File: config.mk
export PLATFORM = sky130hd
export DESIGN_NAME = dmem_responder_flat
export DESIGN_NICKNAME = d
export VERILOG_FILES = /design/src/rtl/dmem_responder_if.sv /design/src/rtl/dmem_responder.sv /design/src/flat_wrapper.sv
export SDC_FILE = /design/constraint.sdc
export NUM_CORES = 2
export LEC_CHECK = 0
export BUFFER_PORTS_ARGS = -buffer_cell sky130_fd_sc_hd__buf_2
export CAP_MARGIN = 15
export CORE_MARGIN = 1.5
export CORE_UTILIZATION = 33
export DETAILED_ROUTE_END_ITERATION = 6
export GPL_TIMING_DRIVEN = 0
export PLACE_DENSITY = 0.49
export RECOVER_POWER = 25
export SLEW_MARGIN = 20
export SYNTH_ARGS = -nofsm -noshare
export SYNTH_HDL_FRONTEND = slang
export SYNTH_SLANG_ARGS = --single-unit
export TNS_END_PERCENT = 5
File: constraint.sdc
create_clock -name clk -period 7.4 [get_ports clk]
set_input_delay 1.48 -clock clk [delete_from_list [all_inputs] [get_ports clk]]
set_output_delay 1.48 -clock clk [all_outputs]
set_load 0.01 [all_outputs]
File: src/rtl/dmem_responder_if.sv
// rtl/dmem_responder_if.sv - MEM-stage load/store request bus for dmem_responder
interface dmem_responder_if;
  logic        req_valid;
  logic        req_we;
  logic [31:0] req_addr;
  logic [7:0]  req_wdata;
  logic        hit;
  logic [7:0]  rdata;
  logic        busy;
  logic [15:0] miss_count;

  modport master (
    output req_valid, req_we, req_addr, req_wdata,
    input  hit, rdata, busy, miss_count
  );

  modport slave (
    input  req_valid, req_we, req_addr, req_wdata,
    output hit, rdata, busy, miss_count
  );
endinterface

File: src/rtl/dmem_responder.sv
// rtl/dmem_responder.sv - 32-byte direct-mapped read cache over a byte backing store
// Loads hit combinationally; misses stall through a fixed-latency REFILL/FILL sequence.
module dmem_responder #(
  parameter int MEM_AW   = 8,
  parameter int MISS_LAT = 4
) (
  input  logic              clk,
  input  logic              reset,
  dmem_responder_if.slave   bus
);
  localparam int DEPTH = 1 << MEM_AW;
  localparam int TW    = MEM_AW - 5;
  localparam int CW    = (MISS_LAT > 1) ? $clog2(MISS_LAT) : 1;

  typedef enum logic [1:0] {
    ST_IDLE,
    ST_REFILL,
    ST_FILL
  } state_t;

  state_t              r_state;
  logic [CW-1:0]       r_cnt;
  logic [15:0]         r_miss_count;
  logic                r_busy;
  logic [MEM_AW-1:2]   r_fill_addr;
  logic [7:0]          r_valid;
  logic [TW-1:0]       r_tag  [8];
  logic [7:0]          r_data [8][4];
  logic [7:0]          r_mem  [DEPTH];

  logic [1:0]          w_off;
  logic [2:0]          w_index;
  logic [TW-1:0]       w_tag;
  logic                w_line_hit;
  logic                w_idle_req;
  logic [2:0]          w_fill_index;
  logic [TW-1:0]       w_fill_tag;
  logic                w_unused_addr;

  assign w_off        = bus.req_addr[1:0];
  assign w_index      = bus.req_addr[4:2];
  assign w_tag        = bus.req_addr[MEM_AW-1:5];
  assign w_line_hit   = r_valid[w_index] && (r_tag[w_index] == w_tag);
  assign w_idle_req   = bus.req_valid && (r_state == ST_IDLE);
  assign w_fill_index = r_fill_addr[4:2];
  assign w_fill_tag   = r_fill_addr[MEM_AW-1:5];
  // High address bits alias onto the backing store and are deliberately dropped.
  assign w_unused_addr = ^bus.req_addr[31:MEM_AW];

  assign bus.hit        = w_idle_req && (bus.req_we || w_line_hit);
  assign bus.rdata      = (w_idle_req && !bus.req_we && w_line_hit) ? r_data[w_index][w_off] : 8'h00;
  assign bus.busy       = r_busy;
  assign bus.miss_count = r_miss_count;

  always_ff @(posedge clk) begin
    if (!reset) begin
      r_state      <= ST_IDLE;
      r_cnt        <= '0;
      r_miss_count <= '0;
      r_busy       <= 1'b0;
      r_fill_addr  <= '0;
      r_valid      <= '0;
      for (int i = 0; i < DEPTH; i++) begin
        r_mem[i] <= i[7:0];
      end
    end else begin
      case (r_state)
        ST_IDLE: begin
          if (bus.req_valid && bus.req_we) begin
            // Write-through; no allocation when the line is absent.
            r_mem[bus.req_addr[MEM_AW-1:0]] <= bus.req_wdata;
            if (w_line_hit) begin
              r_data[w_index][w_off] <= bus.req_wdata;
            end
          end else if (bus.req_valid && !w_line_hit) begin
            r_fill_addr  <= bus.req_addr[MEM_AW-1:2];
            r_cnt        <= CW'(MISS_LAT - 1);
            r_miss_count <= r_miss_count + 16'd1;
            r_busy       <= 1'b1;
            r_state      <= ST_REFILL;
          end
        end
        ST_REFILL: begin
          if (r_cnt == '0) begin
            r_state <= ST_FILL;
          end else begin
            r_cnt <= r_cnt - CW'(1);
          end
        end
        ST_FILL: begin
          for (int k = 0; k < 4; k++) begin
            r_data[w_fill_index][k] <= r_mem[{r_fill_addr, 2'(k)}];
          end
          r_tag[w_fill_index]   <= w_fill_tag;
          r_valid[w_fill_index] <= 1'b1;
          r_busy                <= 1'b0;
          r_state               <= ST_IDLE;
        end
        default: begin
          r_busy  <= 1'b0;
          r_state <= ST_IDLE;
        end
      endcase
    end
  end
endmodule
File: src/flat_wrapper.sv
// flat-port wrapper written by rule: the top's interface ports become plain ports
module dmem_responder_flat 
#(
  parameter int MEM_AW   = 8,
  parameter int MISS_LAT = 4
)
  (clk, reset, bus_req_valid, bus_req_we, bus_req_addr, bus_req_wdata, bus_hit, bus_rdata, bus_busy, bus_miss_count);
  dmem_responder_if bus_i ();
  input  logic clk;
  input  logic reset;
  input wire logic [$bits(bus_i.req_valid)-1:0] bus_req_valid;
  input wire logic [$bits(bus_i.req_we)-1:0] bus_req_we;
  input wire logic [$bits(bus_i.req_addr)-1:0] bus_req_addr;
  input wire logic [$bits(bus_i.req_wdata)-1:0] bus_req_wdata;
  output wire logic [$bits(bus_i.hit)-1:0] bus_hit;
  output wire logic [$bits(bus_i.rdata)-1:0] bus_rdata;
  output wire logic [$bits(bus_i.busy)-1:0] bus_busy;
  output wire logic [$bits(bus_i.miss_count)-1:0] bus_miss_count;
  assign bus_i.req_valid = bus_req_valid;
  assign bus_i.req_we = bus_req_we;
  assign bus_i.req_addr = bus_req_addr;
  assign bus_i.req_wdata = bus_req_wdata;
  assign bus_hit = bus_i.hit;
  assign bus_rdata = bus_i.rdata;
  assign bus_busy = bus_i.busy;
  assign bus_miss_count = bus_i.miss_count;
  dmem_responder #(.MEM_AW(MEM_AW), .MISS_LAT(MISS_LAT)) u_core (.clk(clk), .reset(reset), .bus(bus_i));
endmodule
==> results.py <==
metrics = {
    "status": {
        "result_of_the_run": "finished with violations",
        "failed_checks": "DRC, capacitance limit, slew limit",
    },
    "clock_network": {
        "ctsHoldBuffers": 0,
        "cts_buffers": 275,
        "max_h_tree_level": 5,
        "clk_pin_slew_worst_paths_ns": 0.06,
        "cts_num_sinks": 2369,
        "cts-root-to-sink-buffers": 4,
        "cts_tree": "built",
        "clock-root-buffer": "sky130_fd_sc_hd__clkbuf_16",
        "cts_repair_resize_count": 0,
        "worst_skew_pair_later_pin_latency_ns": 0.96,
        "cts.repair_timing.setup_buffer_count": 0,
    },
    "finish": {
        "synthToLayoutAreaGrowth_pct": 17.4,
        "multiInputGateArea_sq_mm": 0.0336,
        "fill_cells": 30100,
        "seqCellArea_sq_mm": 0.0707,
        "final_cells": 12100,
        "final_net_count": 7523,
        "post_route_cells_drive_above_1_share": 0.224,
    },
    "die": {
        "initial_core_util": 0.332,
        "floorplan_die_area_sq_mm": 0.329,
        "std_cell_rows": 209,
        "ioPinCount": 70,
        "chipHeight_um": 574,
        "die-width_um": 574,
        "core_sq_mm": 0.324,
    },
    "logic_synthesis": {
        "netlist_instances": 6893,
        "yosys.area.top_type": "sky130_fd_sc_hd__edfxtp_1",
        "yosysTopAreaCellShare": 0.650,
        "asyncSetResetFlopFracSynth": 0,
        "synthesis.nets": 6939,
        "syn_area_sq_mm": 0.107,
        "syn_avg_cell_area_sq_um": 15.6,
        "yosys_register_bits": 2369,
        "synth-warning-count": 0,
        "synth_edf_count": 2328,
        "synth-main-ff-cell": "sky130_fd_sc_hd__edfxtp_1",
        "post_synth_num_cell_types": 59,
        "ys_seq_area_frac": 0.658,
        "yosys-top-cells-area": "sky130_fd_sc_hd__edfxtp_1 (65%), sky130_fd_sc_hd__mux4_2 (15%), sky130_fd_sc_hd__or3_1 (5.3%), sky130_fd_sc_hd__and3_1 (3.9%), sky130_fd_sc_hd__clkbuf_1 (2.6%)",
    },
    "critical_path": {
        "worst_setup_path_startpoint": "bus_req_addr[3]",
        "timing.critical_path.cells": "clkbuf_1 > buf_2 > clkbuf_1 > clkbuf_1 > mux4_2 > mux4_2 > mux2i_1 > nor2_1 > buf_2",
        "worstSetupPathDepth": 9,
        "timing.critical_path.mode_cell": "sky130_fd_sc_hd__clkbuf_1",
        "arrival_ns": 5.40,
        "worst_ep_required_time_ns": 5.92,
        "timing.critical_path.slowest_cell_delay_ns": 0.88,
        "rrSetupSlack_ns": 0.59,
        "r2r_end": "u_core.r_data[3][28]",
        "cp-endpoint": "bus_rdata[4]",
        "crit_type": "in -> out",
        "setup.worst_path.start_class": "input pin",
        "cp_num_buf_inv": 5,
        "ff2ff_path_depth": 10,
        "cp-end-kind": "output port",
        "critPathTopFamily": "buffers and inverters",
        "slowest_stage_cell_crit_path": "sky130_fd_sc_hd__clkbuf_1",
        "crit_fanout": 10,
    },
    "pwr": {
        "power.leakage_uw": 0.0390,
        "cellPowerDensity_mw_per_mm2": 253,
        "peakVddDrop_mv": 0.210,
    },
    "global_routing": {
        "first_global_vias": 74100,
        "antenna_found_initial": 182,
        "globalRoute.totalOverflow": 0,
        "gr-usage-all-layers": 0.375,
        "grt_first_pass_wirelength_mm": 793,
        "largest_net_degree_at_the_start_of_global_routing": 14,
    },
    "worst_hold_path": {
        "holdCritStartpoint": "u_core.r_valid[2]",
        "hold_class": "reg -> reg",
    },
    "timing": {
        "slew_headroom": -0.462,
        "worst_slack_ns": 0.524,
        "final-setup-viol-count": 0,
        "fin_crit_ns": 6.88,
        "worstMarginPinSlew_ns": 2.17,
        "timing.fmax_mhz": 145,
        "final-hold-violation-count": 0,
        "rsz0062_at_grt": "false",
        "final_max_slew_viol_count": 224,
        "fin_skew_ns": 0.0648,
        "finalCritPeriodShare": 0.929,
    },
    "detailed_routing": {
        "dr.first_iter.drc_count": 18000,
        "detailroute.via_count": 82200,
        "detail-route-antenna-nets": 0,
        "drtPass1Iterations": 7,
        "detail_route.wirelength_mm": 632,
        "route.detailed.drc": 56,
        "wl_per_cell_um": 52.1,
        "post_drt_via_cell_ratio": 6.79,
    },
    "run": {
        "max_cap_viol_count": 25,
    },
    "place": {
        "port-buffer-count": 35,
        "dp_slack_ns": 0.862,
        "place_hpwl_mm": 472,
        "placed_cells_incl_taps": 11500,
        "routabilityCongestion": 1.08,
    },
}
## per-layer routing
| metal | up-vias | global-route usage | share of wire | wire [um] |
|---|---|---|---|---|
| met5 | - | 0.00502 | 0.00061 | 386 |
| met4 | 50 | 0.268 | 0.088 | 55400 |
| met3 | 1996 | 0.201 | 0.17 | 109000 |
| met2 | 8673 | 0.509 | 0.40 | 252000 |
| met1 | 42900 | 0.449 | 0.34 | 215000 |
| li1 | 28600 | - | - | - |
## area by class of cell
class | count | share of cell area
Antenna cell | 110 | 0.00218
Clock inverter | 130 | 0.00947
Inverter | 7 | 0.000208
Sequential cell | 2369 | 0.561
Multi-Input combinational cell | 3617 | 0.267
Clock buffer | 352 | 0.0578
Timing Repair Buffer | 307 | 0.0301
Tap cell | 4325 | 0.0429
Buffer | 900 | 0.0301
## power by group
group	switching, uW	internal, uW
combinational	2510	736
sequential	81.4	14900
clock	6040	7620
total	8630	23300
## flip-flops by register name, indices dropped and copies added, names as in the netlist, named ones only
signal and flops:
u_core.r_valid 8, u_core.r_cnt 2, u_core.r_mem 2048, u_core.r_data 256, u_core.bus.busy 1, u_core.r_fill_addr 6, u_core.bus.miss_count 16, u_core.r_state 2
u_core.r_tag 24
## logic make-up after synthesis
kind of cell,share of synthesized area
and+or+nand+nor,0.132
AOI/OAI and AO/OA,0.0224
buffers and inverters,0.0336
muxes,0.154
adders and majority gates,0.000233
xor gates and xnor gates,0.0000815
DFF,0.658
## worst min-delay path by stage
| stage | end | cells after the start | slack, ns |
|---|---|---|---|
| 6_report | u_core.r_valid[2] | 1 | 0.46 |
| 5_1_grt | u_core.r_valid[6] | 1 | 0.46 |
| 4_1_cts | u_core.r_valid[6] | 1 | 0.45 |
| 3_5_place_dp | u_core.r_valid[4] | 1 | 0.44 |
| 3_3_place_gp | u_core.r_valid[5] | 1 | 0.43 |
| 2_1_floorplan | u_core.r_valid[2] | 1 | 0.42 |
## worst reg2reg max path: cells and delay by family (launching register included)
| kind | cells | cell delay [ns] |
|---|---|---|
| buffers and inverters | 5 | 3.86 |
| DFF | 1 | 0.30 |
| muxes | 2 | 1.40 |
| and+or+nand+nor | 3 | 0.79 |
## through the flow
stage / hold WS (ns) / instance area [sq um] / setup TNS, ns / util / total power, uW
after floorplan: 0.421 / 107000 / 0 / - / 16300
after detailed placement: 0.440 / 118000 / 0 / 0.365 / 18300
after global routing: 0.464 / 126000 / 0 / 0.389 / 32100
final: 0.455 / 126000 / 0 / 0.389 / 31900
after CTS: 0.454 / 127000 / 0 / 0.391 / 31500
after global placement: 0.428 / 113000 / -16.96 / 0.349 / 18100
## Yosys cell counts (all sizes together), types with 2 or more instances
| library cell | count |
|---|---|
| or2 | 4 |
| a21oi | 27 |
| o31a | 2 |
| a22oi | 22 |
| edfxtp | 2328 |
| nand3b | 3 |
| a31oi | 7 |
| nor3 | 140 |
| mux2i | 72 |
| ha | 2 |
| o41ai | 2 |
| and2 | 231 |
| clkbuf | 755 |
| nor3b | 4 |
| nand4 | 7 |
| a21o | 9 |
| o21ai | 280 |
| nand2b | 15 |
| nand3 | 126 |
| o31ai | 5 |
| a2111oi | 2 |
| a221oi | 2 |
| mux4 | 697 |
| nor2 | 163 |
| or4 | 7 |
| o21a | 4 |
| mux2 | 13 |
| buf | 145 |
| o221ai | 4 |
| and4 | 2 |
| o311ai | 4 |
| o22ai | 12 |
| dfxtp | 41 |
| o211ai | 16 |
| nand2 | 95 |
| nor4 | 4 |
| a211oi | 18 |
| or3 | 907 |
| nor2b | 21 |
| inv | 6 |
| a311oi | 3 |
| and3 | 677 |
| a22o | 2 |
## placed cells by master (no fill, tap or decap), types with 16 or more instances in the layout
cell type and count:
sky130_fd_sc_hd__edfxtp_1 2328, sky130_fd_sc_hd__or3_1 907, sky130_fd_sc_hd__clkbuf_1 751, sky130_fd_sc_hd__mux4_2 697
sky130_fd_sc_hd__and3_1 677, sky130_fd_sc_hd__clkbuf_16 281, sky130_fd_sc_hd__and2_1 178, sky130_fd_sc_hd__nor2_1 158
sky130_fd_sc_hd__clkbuf_2 153, sky130_fd_sc_hd__nor3_1 137, sky130_fd_sc_hd__nand3_1 125, sky130_fd_sc_hd__buf_4 116
sky130_fd_sc_hd__o21ai_1 112, sky130_fd_sc_hd__diode_2 110, sky130_fd_sc_hd__buf_2 107, sky130_fd_sc_hd__o21ai_2 99
sky130_fd_sc_hd__nand2_1 95, sky130_fd_sc_hd__mux2i_1 70, sky130_fd_sc_hd__o21ai_0 69, sky130_fd_sc_hd__buf_16 57
sky130_fd_sc_hd__and2_0 53, sky130_fd_sc_hd__clkinv_1 51, sky130_fd_sc_hd__buf_6 43, sky130_fd_sc_hd__dfxtp_1 41
sky130_fd_sc_hd__clkinv_2 36, sky130_fd_sc_hd__buf_12 34, sky130_fd_sc_hd__a21oi_1 27, sky130_fd_sc_hd__a22oi_1 22
sky130_fd_sc_hd__nor2b_1 20, sky130_fd_sc_hd__bufinv_16 18, sky130_fd_sc_hd__o211ai_1 16
No activity file was read; power rests on OpenSTA's default activity.
